[config.mk]
export PLATFORM = sky130hd
export DESIGN_NAME = fifo_burst_reader
export DESIGN_NICKNAME = d
export VERILOG_FILES = /design/src/rtl/fifo_burst_reader.sv
export SDC_FILE = /design/constraint.sdc
export NUM_CORES = 1
export LEC_CHECK = 0
export CAP_MARGIN = 20
export CELL_PAD_IN_SITES_DETAIL_PLACEMENT = 0
export CELL_PAD_IN_SITES_GLOBAL_PLACEMENT = 2
export CORE_ASPECT_RATIO = 1.4
export CORE_MARGIN = 8
export CORE_UTILIZATION = 37
export DETAILED_ROUTE_END_ITERATION = 7
export PLACE_DENSITY_LB_ADDON = 0.1
export RECOVER_POWER = 50
export SETUP_SLACK_MARGIN = 0.3
export SLEW_MARGIN = 20
export SYNTH_ARGS = -nofsm -noshare
export SYNTH_HDL_FRONTEND = slang
export SYNTH_SLANG_ARGS = --single-unit
[constraint.sdc]
create_clock -name clk -period 5.66 [get_ports clk]
set_input_delay 0.566 -clock clk [delete_from_list [all_inputs] [get_ports clk]]
set_output_delay 0.566 -clock clk [all_outputs]
set_load 0.05 [all_outputs]
[src/rtl/fifo_burst_reader.sv]
// Burst reader that pops a byte FIFO in bounded bursts and forwards the bytes
// through a two-entry skid buffer to a valid/ready downstream port.
module fifo_burst_reader #(
    parameter int unsigned BURST_LEN = 16,
    parameter int unsigned TIMEOUT   = 255
) (
    input  logic        clk,
    input  logic        rst_n,
    input  logic        buf_empty,
    input  logic        fifo_threshold,
    input  logic [7:0]  buf_out,
    output logic        rd_en,
    input  logic        flush,
    output logic [7:0]  m_data,
    output logic        m_valid,
    input  logic        m_ready,
    output logic        busy,
    output logic [15:0] rd_count
);

    localparam logic [6:0] BurstLenC = 7'(BURST_LEN);
    localparam logic [7:0] TimeoutC  = 8'(TIMEOUT);

    typedef enum logic [1:0] {StIdle, StBurst, StDrain} state_e;

    state_e      state_q;
    logic [7:0]  idle_cnt_q;
    logic [6:0]  burst_cnt_q;
    logic        busy_q;
    logic        in_flight_q;
    logic [15:0] rd_count_q;

    logic [7:0]  head_q, head_d;
    logic [7:0]  tail_q, tail_d;
    logic        head_vld_q, head_vld_d;
    logic        tail_vld_q, tail_vld_d;

    logic        pop;
    logic        cap;
    logic [1:0]  occ;
    logic [1:0]  slots_used;
    logic        start;
    logic        burst_done;
    logic        drained;

    assign pop = head_vld_q & m_ready;
    assign cap = in_flight_q;
    assign occ = {1'b0, head_vld_q} + {1'b0, tail_vld_q};

    // Slots still committed after this cycle's pop; lets a read issue in the
    // same cycle a byte leaves, which is what sustains one byte per cycle.
    assign slots_used = occ + {1'b0, in_flight_q} - {1'b0, pop};

    assign rd_en = (state_q == StBurst) & ~buf_empty & (burst_cnt_q < BurstLenC)
                 & (slots_used < 2'd2);

    assign start      = ~buf_empty & (fifo_threshold | flush | (idle_cnt_q == TimeoutC));
    assign burst_done = (burst_cnt_q == BurstLenC) | (buf_empty & ~rd_en);
    assign drained    = ~head_vld_q & ~tail_vld_q & ~in_flight_q;

    always_ff @(posedge clk or negedge rst_n) begin
        if (!rst_n) begin
            state_q     <= StIdle;
            idle_cnt_q  <= 8'd0;
            burst_cnt_q <= 7'd0;
            busy_q      <= 1'b0;
        end else begin
            unique case (state_q)
                StIdle: begin
                    if (start) begin
                        state_q     <= StBurst;
                        burst_cnt_q <= 7'd0;
                        idle_cnt_q  <= 8'd0;
                        busy_q      <= 1'b1;
                    end else if (buf_empty) begin
                        idle_cnt_q <= 8'd0;
                    end else if (idle_cnt_q != TimeoutC) begin
                        idle_cnt_q <= idle_cnt_q + 8'd1;
                    end
                end
                StBurst: begin
                    if (rd_en) begin
                        burst_cnt_q <= burst_cnt_q + 7'd1;
                    end
                    if (burst_done) begin
                        state_q <= StDrain;
                    end
                end
                StDrain: begin
                    if (drained) begin
                        if (flush && !buf_empty) begin
                            state_q     <= StBurst;
                            burst_cnt_q <= 7'd0;
                        end else begin
                            state_q <= StIdle;
                            busy_q  <= 1'b0;
                        end
                    end
                end
                default: begin
                    state_q <= StIdle;
                    busy_q  <= 1'b0;
                end
            endcase
        end
    end

    always_ff @(posedge clk or negedge rst_n) begin
        if (!rst_n) begin
            in_flight_q <= 1'b0;
            rd_count_q  <= 16'd0;
        end else begin
            in_flight_q <= rd_en;
            rd_count_q  <= rd_count_q + 16'(rd_en);
        end
    end

    // Head always holds the oldest byte; a pop shifts the tail forward.
    always_comb begin
        head_d     = head_q;
        tail_d     = tail_q;
        head_vld_d = head_vld_q;
        tail_vld_d = tail_vld_q;
        case ({cap, pop})
            2'b10: begin
                if (!head_vld_q) begin
                    head_d     = buf_out;
                    head_vld_d = 1'b1;
                end else begin
                    tail_d     = buf_out;
                    tail_vld_d = 1'b1;
                end
            end
            2'b01: begin
                if (tail_vld_q) begin
                    head_d     = tail_q;
                    tail_vld_d = 1'b0;
                end else begin
                    head_vld_d = 1'b0;
                end
            end
            2'b11: begin
                if (tail_vld_q) begin
                    head_d = tail_q;
                    tail_d = buf_out;
                end else begin
                    head_d = buf_out;
                end
            end
            default: begin
            end
        endcase
    end

    always_ff @(posedge clk or negedge rst_n) begin
        if (!rst_n) begin
            head_q     <= 8'd0;
            tail_q     <= 8'd0;
            head_vld_q <= 1'b0;
            tail_vld_q <= 1'b0;
        end else begin
            head_q     <= head_d;
            tail_q     <= tail_d;
            head_vld_q <= head_vld_d;
            tail_vld_q <= tail_vld_d;
        end
    end

    assign m_data   = head_q;
    assign m_valid  = head_vld_q;
    assign busy     = busy_q;
    assign rd_count = rd_count_q;

    a_no_underflow: assert property (@(posedge clk) disable iff (!rst_n)
        !(rd_en && buf_empty));
    a_no_overflow: assert property (@(posedge clk) disable iff (!rst_n)
        !(cap && !pop && tail_vld_q));

endmodule
==> flow_metrics.py, run 1 <==
metrics = {
    "outcome": {
        "status": "finished with violations",
        "violations": "max-capacitance violations, max-slew violations",
    },
    "clock_tree": {
        "clk_pin_slew_ps": 90,
        "clk_latency_ps": 300,
        "cts_buffer_depth": 2,
        "postCtsResizedCells": 0,
        "htree_levels": 2,
        "tritoncts": "done",
        "clkSinkCount": 53,
        "hold_buffers": 0,
        "cts_root_buf": "clkbuf_8",
        "cts_buffers": 5,
        "post_cts_buffers": 0,
    },
    "critical_path": {
        "crit_chain": "dlygate4sd3_1, and2_1, ha_1, inv_1, ha_1, a21oi_1, xnor2_1, nor2_1, clkdlybuf4s50_1",
        "critPathCaptureType": "output pin",
        "slowest_stage": "clkdlybuf4s50_1",
        "crit_fanout": 5,
        "worstSetupPathType": "input pin to output pin",
        "slowest_delay_ps": 870,
        "arrival_ps": 3450,
        "worstPathRequired_ps": 5090,
        "cpMostUsedCell": "ha_1",
        "critPathLaunchType": "input pin",
    },
    "cells_and_area": {
        "drive_above_1_share_pct": 8.602,
        "mostFrequentLayoutCell": "dfrtp_1",
        "nNetsFinal": 300,
        "syn_to_final_growth_pct": 24.11,
        "final_cells": 375,
        "mostFrequentLayoutCells": "dfrtp_1 (53), clkdlybuf4s50_1 (37), a21oi_1 (18)",
    },
    "yosys": {
        "netlist_area_sq_um": 2542,
        "yosysWarnings": 0,
        "synth_edf_count": 0,
        "synth_cell_types": 46,
        "syn-instance-count": 232,
        "synth_seq_cells": 53,
        "ys_seq_area_share_pct": 52.17,
        "ys.flop_type": "dfrtp_1",
        "syn-num-nets": 254,
        "syn_area_per_cell_sq_um": 10.96,
        "async_flop_share_pct": 100.0,
    },
    "grt": {
        "grt_antenna_before_repair": 1,
        "grtUsageTotal_pct": 11.71,
        "grt_overflow": 0,
        "grt_max_degree": 54,
        "grt_pass1_vias": 1964,
        "grt_pass1_wl_microns": 9294,
    },
    "floorplan": {
        "io-pin-count": 41,
        "die_w_microns": 86.06,
        "dieArea_sq_um": 9818,
        "core-area_sq_um": 6802,
        "initial_core_util_pct": 37.38,
        "die-height_microns": 114.1,
        "rows": 36,
    },
    "routing": {
        "wl_microns": 5387,
        "drtIter0Drc": 84,
        "vias": 1865,
        "route.detailed.drc": 0,
        "routed-wl-met2_microns": 2579,
        "firstDrtPassIters": 4,
        "met1_length_microns": 2431,
        "wl_met3_microns": 299,
        "drtAntennaViolNets": 0,
        "wl_per_cell_microns": 14.37,
        "viasPerCell": 4.973,
        "top_layer": "met4",
    },
    "pwr": {
        "p_leak_nw": 1.347,
        "powerDensity_nw_per_um2": 209.2,
        "report.power.total_w": 0.0006602,
        "irDropWorstVdd_mv": 0.1328,
    },
    "timing": {
        "tightest_slew_ps": 2865,
        "min_period_ps": 4019,
        "finalHoldViolCount": 0,
        "skew_ps": 9.505,
        "setup_viol": 0,
        "fin_ws_ps": 1641,
        "rsz0062_at_grt": "false",
        "finalCritPeriodShare_pct": 71.02,
        "setup_tns_ps": 0,
        "slew_viol_final": 54,
        "fmax_mhz": 248.8,
        "hold-worst-slack_ps": 484.6,
        "maxSlewHeadroom_pct": -90.99,
    },
    "placed_design": {
        "routabilityCongestion": 0.7552,
        "port_buffers": 40,
        "dp.final_hpwl_microns": 3823,
        "dp_slack_ps": 1731,
        "placed_cells": 366,
    },
    "flow_run": {
        "cap_violations": 1,
    },
    "worst_hold_path": {
        "min_path_type": "flip-flop to flip-flop",
    },
}
power by group:
group | total (W) | switching (W) | internal, W
clock network | 0.000233 | 0.000123 | 0.000111
logic | 0.0000431 | 0.0000270 | 0.0000161
registers | 0.000384 | 0.00000193 | 0.000382
total | 0.000660 | 0.000152 | 0.000509
layout make-up:
type,count,area [sq um]
clock buffer,7,96.34
inverter,7,26.28
tap,95,118.9
multi-input combinational,168,1170
antenna,1,2.502
fill,643,3646
timing repair buffer,43,410.4
sequential,53,1326
clock inverter,1,5.005
worst max-delay path, delay by kind of cell:
family | cells | cell delay [ps]
AO/OA/AOI/OAI | 1 | 240
XOR/XNOR | 1 | 170
adder cells (fa/ha/maj) | 2 | 530
buffers and inverters | 3 | 1490
AND/OR/NAND/NOR | 2 | 460
path summary, 6_finish.rpt:
check	slack (ps)	startpoint	end	cells past startpoint
worst max-delay path	1640	m_ready	rd_en	9
worst min-delay path	480	rd_count[15]	rd_count[15]	1
worst max register to register	2420	m_valid	rd_count[11]	12
worst min register to register	480	rd_count[15]	rd_count[15]	1
max in group asynchronous	2770	rst_n	rd_count[0]	2
min in group asynchronous	1270	rst_n	burst_cnt_q[6]	2
logic make-up (layout without fill, tap and decap cells):
logic type      after synthesis  in the layout  synth area share, %
other cells                   0              1                    0
mux                          16             16                6.693
simple gates                 73             73                14.96
buf+inv                      11             58                1.723
flops                        53             53                52.17
fa+ha+maj                     8              8                3.937
compound gates               54             54                14.67
xor+xnor                     17             17                5.856
routing by layer:
| layer | track usage [%] | up-vias |
|---|---|---|
| met2 | 19.01 | 28 |
| met5 | 0 | - |
| met4 | 4.225 | 0 |
| met1 | 14.00 | 905 |
| li1 | - | 927 |
| met3 | 3.879 | 5 |
Yosys cell counts, types with 2 or more instances:
cell | instances | area [sq um]
a21oi_1 | 18 | 90.09
nand4_1 | 5 | 31.28
mux2i_1 | 8 | 80.08
clkbuf_1 | 2 | 7.510
ha_1 | 8 | 100.1
nor2b_1 | 3 | 18.77
a22o_1 | 4 | 35.03
and2_1 | 2 | 12.51
xnor2_1 | 11 | 96.34
a21boi_0 | 3 | 22.52
xor2_1 | 6 | 52.55
nand2b_1 | 2 | 12.51
o21ai_1 | 4 | 20.02
o21ai_0 | 3 | 15.01
nand2_1 | 10 | 37.54
a2bb2oi_1 | 2 | 17.52
dfrtp_1 | 53 | 1326
nor3b_1 | 2 | 15.01
mux2_2 | 8 | 90.09
buf_2 | 2 | 10.01
inv_1 | 7 | 26.28
and3_1 | 6 | 37.54
nand3_1 | 12 | 60.06
a211oi_1 | 2 | 15.01
o31ai_1 | 2 | 15.01
nor2_1 | 16 | 60.06
a31oi_1 | 5 | 31.28
or2_2 | 2 | 12.51
nor3_1 | 7 | 35.03
flip-flops by register name, summed over array words and instances, names as in the netlist:
name	count
rd_count	16
busy	1
tail_vld_q	1
cap	1
burst_cnt_q	7
state_q	2
idle_cnt_q	8
tail_q	8
m_data	8
m_valid	1
metrics by stage:
stage               utilization [%]  area, sq um
floorplan                         -         2542
global placement              44.90         3054
detailed placement            45.01         3062
CTS                           46.50         3163
global route                  46.39         3156
finish                        46.39         3156
No activity file was read; power rests on OpenSTA's default activity.
==> inputs of run 2 (changes only) <==
Settings changed: CORE_UTILIZATION 37 to 34.
Clock period 5.66 ns to 4.07 ns, I/O delays scaled along.
==> run 2 against run 1 <==
The run still ends with max-capacitance violations, max-slew violations left. Global-route usage is 0.63 points lower. Combinational power is 40% higher. Clock skew is 2.2 ps lower. Power is 46% higher. Die area is 7.4% higher. Critical path depth stayed put.
==> flow_metrics.py, run 2 (synthesis gave the netlist of run 1 again) <==
metrics = {
    "outcome": {
        "status": "finished with violations",
        "violations": "max-capacitance violations, max-slew violations",
    },
    "cells_and_area": {
        "drive_above_1_share_pct": 8.993,
        "largest_reg_flops": 16,
        "syn_to_final_growth_pct": 24.85,
        "mostFrequentLayoutCell": "dfrtp_1",
        "mostFrequentLayoutCells": "dfrtp_1 (53), clkdlybuf4s50_1 (37), a21oi_1 (17)",
        "nNetsFinal": 299,
        "stdcell_area_sq_um": 3174,
        "final_util_pct": 43.40,
    },
    "grt": {
        "grtUsageTotal_pct": 11.08,
        "grt_pass1_vias": 1979,
        "grt_overflow": 0,
        "grt_max_degree": 54,
        "grt_pass1_wl_microns": 9363,
        "grt_antenna_before_repair": 1,
    },
    "timing": {
        "fmax_mhz": 274.5,
        "finalHoldViolCount": 0,
        "setup_viol": 0,
        "tightest_slew_ps": 2901,
        "maxSlewHeadroom_pct": -93.37,
        "skew_ps": 7.335,
        "setup_tns_ps": 0,
        "slew_viol_final": 54,
        "rsz0062_at_grt": "false",
        "min_period_ps": 3643,
        "finalCritPeriodShare_pct": 89.51,
        "hold-worst-slack_ps": 476.9,
    },
    "critical_path": {
        "rr_worst_depth": 12,
        "reg2reg_to": "rd_count[11]",
        "crit_fanout": 5,
        "worstSetupPathType": "input pin to output pin",
        "rrSetupSlack_ps": 920,
        "worstPathRequired_ps": 3660,
        "crit_end": "rd_en",
        "arrival_ps": 3240,
        "critPathLaunchType": "input pin",
        "r2r_start": "m_valid",
        "critPathCaptureType": "output pin",
        "crit_start": "m_ready",
    },
    "floorplan": {
        "initial_core_util_pct": 34.76,
        "die-height_microns": 118.3,
        "io-pin-count": 41,
        "rows": 37,
        "dieArea_sq_um": 10540,
        "core-area_sq_um": 7315,
        "die_w_microns": 89.09,
    },
    "clock_tree": {
        "tritoncts": "done",
        "clkSinkCount": 53,
        "cts_buffers": 5,
        "cts_buffer_depth": 2,
        "htree_levels": 2,
        "postCtsResizedCells": 0,
        "cts_root_buf": "clkbuf_8",
        "clk_latency_ps": 300,
        "clk_pin_slew_ps": 90,
        "post_cts_buffers": 0,
        "hold_buffers": 0,
    },
    "pwr": {
        "power_frac_clock_pct": 38.5,
        "power_frac_seq_pct": 55.2,
        "p_int_w": 0.0007541,
        "p_leak_nw": 1.343,
        "powerDensity_nw_per_um2": 304.2,
        "irDropWorstVdd_mv": 0.1929,
        "switching_share_pct": 21.90,
        "comb_power_share_pct": 6.2,
        "power.switching_w": 0.0002115,
    },
    "routing": {
        "vias": 1871,
        "wl_per_cell_microns": 14.60,
        "route.detailed.drc": 0,
        "viasPerCell": 4.976,
        "firstDrtPassIters": 4,
        "wl_microns": 5489,
        "drtIter0Drc": 47,
        "drtAntennaViolNets": 0,
    },
    "flow_run": {
        "cap_violations": 1,
    },
    "placed_design": {
        "port_buffers": 40,
        "postPlaceCellArea_sq_um": 3063,
        "dp.final_hpwl_microns": 3944,
        "routabilityCongestion": 0.7127,
    },
    "worst_hold_path": {
        "min_path_type": "flip-flop to flip-flop",
    },
}
-- run 2: cell count changes in the layout (fill, tap and decap cells not counted) --
cell       before  now
a21oi_2         0    1
nor2_1         17   15
nor2_2          0    2
and2_1          2    1
bufinv_16       0    1
clkbuf_8        7    6
buf_4           1    0
a21oi_1        18   17
clkbuf_1        2    3
and2_0          0    1
clkinv_2        1    0
-- run 2: routing by layer --
| layer | vias to the layer above | share of wire (%) | global-route usage [%] |
|---|---|---|---|
| met3 | 6 | 6.0 | 3.606 |
| met1 | 906 | 45 | 14.00 |
| li1 | 925 | - | - |
| met5 | - | 0 | 0 |
| met4 | 0 | 1.2 | 3.135 |
| met2 | 34 | 48 | 17.44 |
-- run 2: stage by stage --
stage / std cells / worst slack, ps / total power [W]
after global placement: 367 / 563.2 / 0.0006069
after detailed placement: 367 / 540.9 / 0.0006065
final: 376 / 426.8 / 0.0009656
after floorplan: 232 / 518.3 / 0.0005680
after CTS: 375 / 529.7 / 0.0009826
after global routing: 376 / 211.3 / 0.001006
-- run 2: final cells by class --
class	instances	area (sq um)
diodes	1	2.502
clock buffers	7	86.33
clock inverters	1	30.03
fillers	752	4140
inverters	7	26.28
multi-input cells	168	1179
flip-flops and latches	53	1326
well taps	97	121.4
repair buffers	42	402.9
-- run 2: power by group through the flow --
| stage | logic (W) | clock network [W] | registers, W |
|---|---|---|---|
| floorplan | 0.00000749 | 0 | 0.000560 |
| detailed placement | 0.0000628 | 0 | 0.000544 |
| global placement | 0.0000631 | 0 | 0.000544 |
| CTS | 0.0000630 | 0.000386 | 0.000533 |
| finish | 0.0000602 | 0.000372 | 0.000533 |
| global route | 0.0000662 | 0.000405 | 0.000534 |
-- run 2: how the worst min path moves through the flow --
stage                            start             end  slack [ps]  cells after the start
final                     rd_count[15]    rd_count[15]         480                      1
after global routing      rd_count[15]    rd_count[15]         520                      1
after CTS                        rst_n  burst_cnt_q[6]         260                      2
after detailed placement  rd_count[15]    rd_count[15]         470                      1
after global placement    rd_count[15]    rd_count[15]         490                      1
after floorplan                  rst_n  burst_cnt_q[0]         110                      0
-- run 2: worst max-delay path, stage by stage --
cell and delay [ps]:
dlygate4sd3_1 580, and2_0 170, ha_1 270, inv_1 40, ha_1 260, a21oi_1 250
xnor2_1 190, nor2_2 220, clkdlybuf4s50_1 850
==> inputs of run 3 (changes only) <==
Settings changed: REMOVE_ABC_BUFFERS from default to 1.
==> run 3 against run 2 <==
The run still ends with max-capacitance violations, max-slew violations left. Cell count did not move. Clock skew rose by 4.1 ps. Global-route usage rose by 0.23 points. Sequential share of layout area increased by 0.082 points. Critical path depth up 4. Clock power hardly changed. Combinational power about the same. First-iteration DRC count decreased by 32%. Sequential power about the same. Critical path type is now input pin to flip-flop. Largest cell class unchanged.
==> flow_metrics.py, run 3 (synthesis gave the netlist of run 1 again) <==
metrics = {
    "floorplan": {
        "core-area_sq_um": 7315,
        "dieArea_sq_um": 10540,
        "die-height_microns": 118.3,
        "io-pin-count": 41,
        "die_w_microns": 89.09,
        "rows": 37,
        "initial_core_util_pct": 34.76,
    },
    "placed_design": {
        "routabilityCongestion": 0.7150,
        "dp.final_hpwl_microns": 4012,
        "port_buffers": 40,
    },
    "clock_tree": {
        "cts_buffer_depth": 2,
        "clk_pin_slew_ps": 100,
        "cts_root_buf": "clkbuf_8",
        "clkSinkCount": 53,
        "htree_levels": 2,
        "cts_buffers": 5,
        "post_cts_buffers": 0,
        "tritoncts": "done",
        "clk_latency_ps": 300,
        "hold_buffers": 0,
    },
    "grt": {
        "grt_overflow": 0,
        "grtUsageTotal_pct": 11.31,
        "grt_max_degree": 29,
        "grt_pass1_vias": 1972,
        "grt_pass1_wl_microns": 9556,
        "grt_antenna_before_repair": 1,
    },
    "routing": {
        "route.detailed.drc": 0,
        "firstDrtPassIters": 4,
        "wl_microns": 5529,
        "routed-wl-met2_microns": 2591,
        "wl_per_cell_microns": 14.70,
        "top_layer": "met4",
        "drtAntennaViolNets": 0,
        "drtIter0Drc": 32,
        "vias": 1851,
        "met1_length_microns": 2564,
        "wl_met3_microns": 309,
        "viasPerCell": 4.923,
    },
    "timing": {
        "fmax_mhz": 298.8,
        "setup_viol": 0,
        "setup_tns_ps": 0,
        "finalHoldViolCount": 0,
        "rsz0062_at_grt": "false",
        "min_period_ps": 3347,
        "slew_viol_final": 56,
        "maxSlewHeadroom_pct": -2.038,
        "skew_ps": 11.47,
        "tightest_slew_ps": 1531,
        "finalCritPeriodShare_pct": 82.24,
    },
    "cells_and_area": {
        "syn_to_final_growth_pct": 24.61,
        "final_util_pct": 43.31,
        "nNetsFinal": 299,
        "drive_above_1_share_pct": 7.914,
        "largest_reg_flops": 16,
        "mostFrequentLayoutCell": "dfrtp_1",
        "mostFrequentLayoutCells": "dfrtp_1 (53), clkdlybuf4s50_1 (36), a21oi_1 (17)",
    },
    "critical_path": {
        "crit_fanout": 5,
        "worstPathRequired_ps": 4290,
        "rrSetupSlack_ps": 850,
        "r2r_start": "m_valid",
        "reg2reg_to": "rd_count[11]",
        "critPathLaunchType": "input pin",
        "rr_worst_depth": 12,
        "critPathCaptureType": "flip-flop",
        "worstSetupPathType": "input pin to flip-flop",
        "arrival_ps": 3570,
    },
    "pwr": {
        "irDropWorstVdd_mv": 0.1625,
        "powerDensity_nw_per_um2": 305.2,
        "p_leak_nw": 1.358,
    },
    "outcome": {
        "status": "finished with violations",
        "violations": "max-capacitance violations, max-slew violations",
    },
    "worst_hold_path": {
        "min_path_type": "input pin to asynchronous set/reset pin",
    },
    "flow_run": {
        "cap_violations": 2,
    },
}
run 3: cell count changes in the layout (fill, tap and decap cells not counted), sizes merged:
cell / previous run / this run
clkdlybuf4s50: 37 / 36
clkbuf: 9 / 10
dlymetal6s2s: 0 / 1
buf: 1 / 0
run 3: critical path, stage by stage:
cell	delay, ps
dlygate4sd3_1	580
and2_1	160
ha_1	260
inv_1	30
ha_1	260
a21oi_1	240
xnor2_1	180
nor2_1	280
ha_1	220
nand2_1	90
nor3_1	450
and3_1	240
xor2_1	150
run 3: what timing repair did:
item | 4_1_cts | 5_1_grt
hold endpoints to repair | 0 | 0
setup endpoints to repair | 0 | 1
resized for setup | 0 | 1
run 3: worst max path at each step:
stage | to | depth (start not counted) | slack [ps] | startpoint
final | rd_count[11] | 13 | 720 | m_ready
after floorplan | rd_count[13] | 12 | 300 | m_valid
after detailed placement | rd_en | 9 | 450 | m_ready
after CTS | rd_en | 8 | 440 | m_valid
after global routing | rd_count[11] | 13 | 410 | m_ready
after global placement | rd_en | 9 | 490 | m_ready
run 3: final cells by class:
cell class / count / area [sq um]
clock buffers: 7 / 86.33
fillers: 760 / 4146
repair buffers: 42 / 404.1
clock inverters: 1 / 30.03
inverters: 7 / 26.28
multi-input cells: 168 / 1171
flip-flops and latches: 53 / 1326
well taps: 97 / 121.4
diodes: 1 / 2.502
run 3: layer usage:
layer	up-vias	global-route usage, %
li1	929	-
met1	879	14.33
met2	38	17.81
met3	5	3.398
met4	0	3.448
met5	-	0
run 3: metrics by stage:
stage	hold slack [ps]	worst slack [ps]	instances	total power (W)	area, sq um
5_1_grt	521.7	414.3	376	0.001009	3168
4_1_cts	134.2	441.3	375	0.0009885	3173
6_report	463.1	722.8	376	0.0009668	3168
3_5_place_dp	461.5	452.8	367	0.0006067	3057
2_1_floorplan	111.4	298.6	228	0.0005680	2525
3_3_place_gp	473.5	495.0	367	0.0006069	3057
run 3: power breakdown:
group	internal, W	switching, W	total (W)
clock network	0.000201	0.000172	0.000373
registers	0.000531	0.00000267	0.000533
logic	0.0000223	0.0000381	0.0000603
total	0.000754	0.000213	0.000967
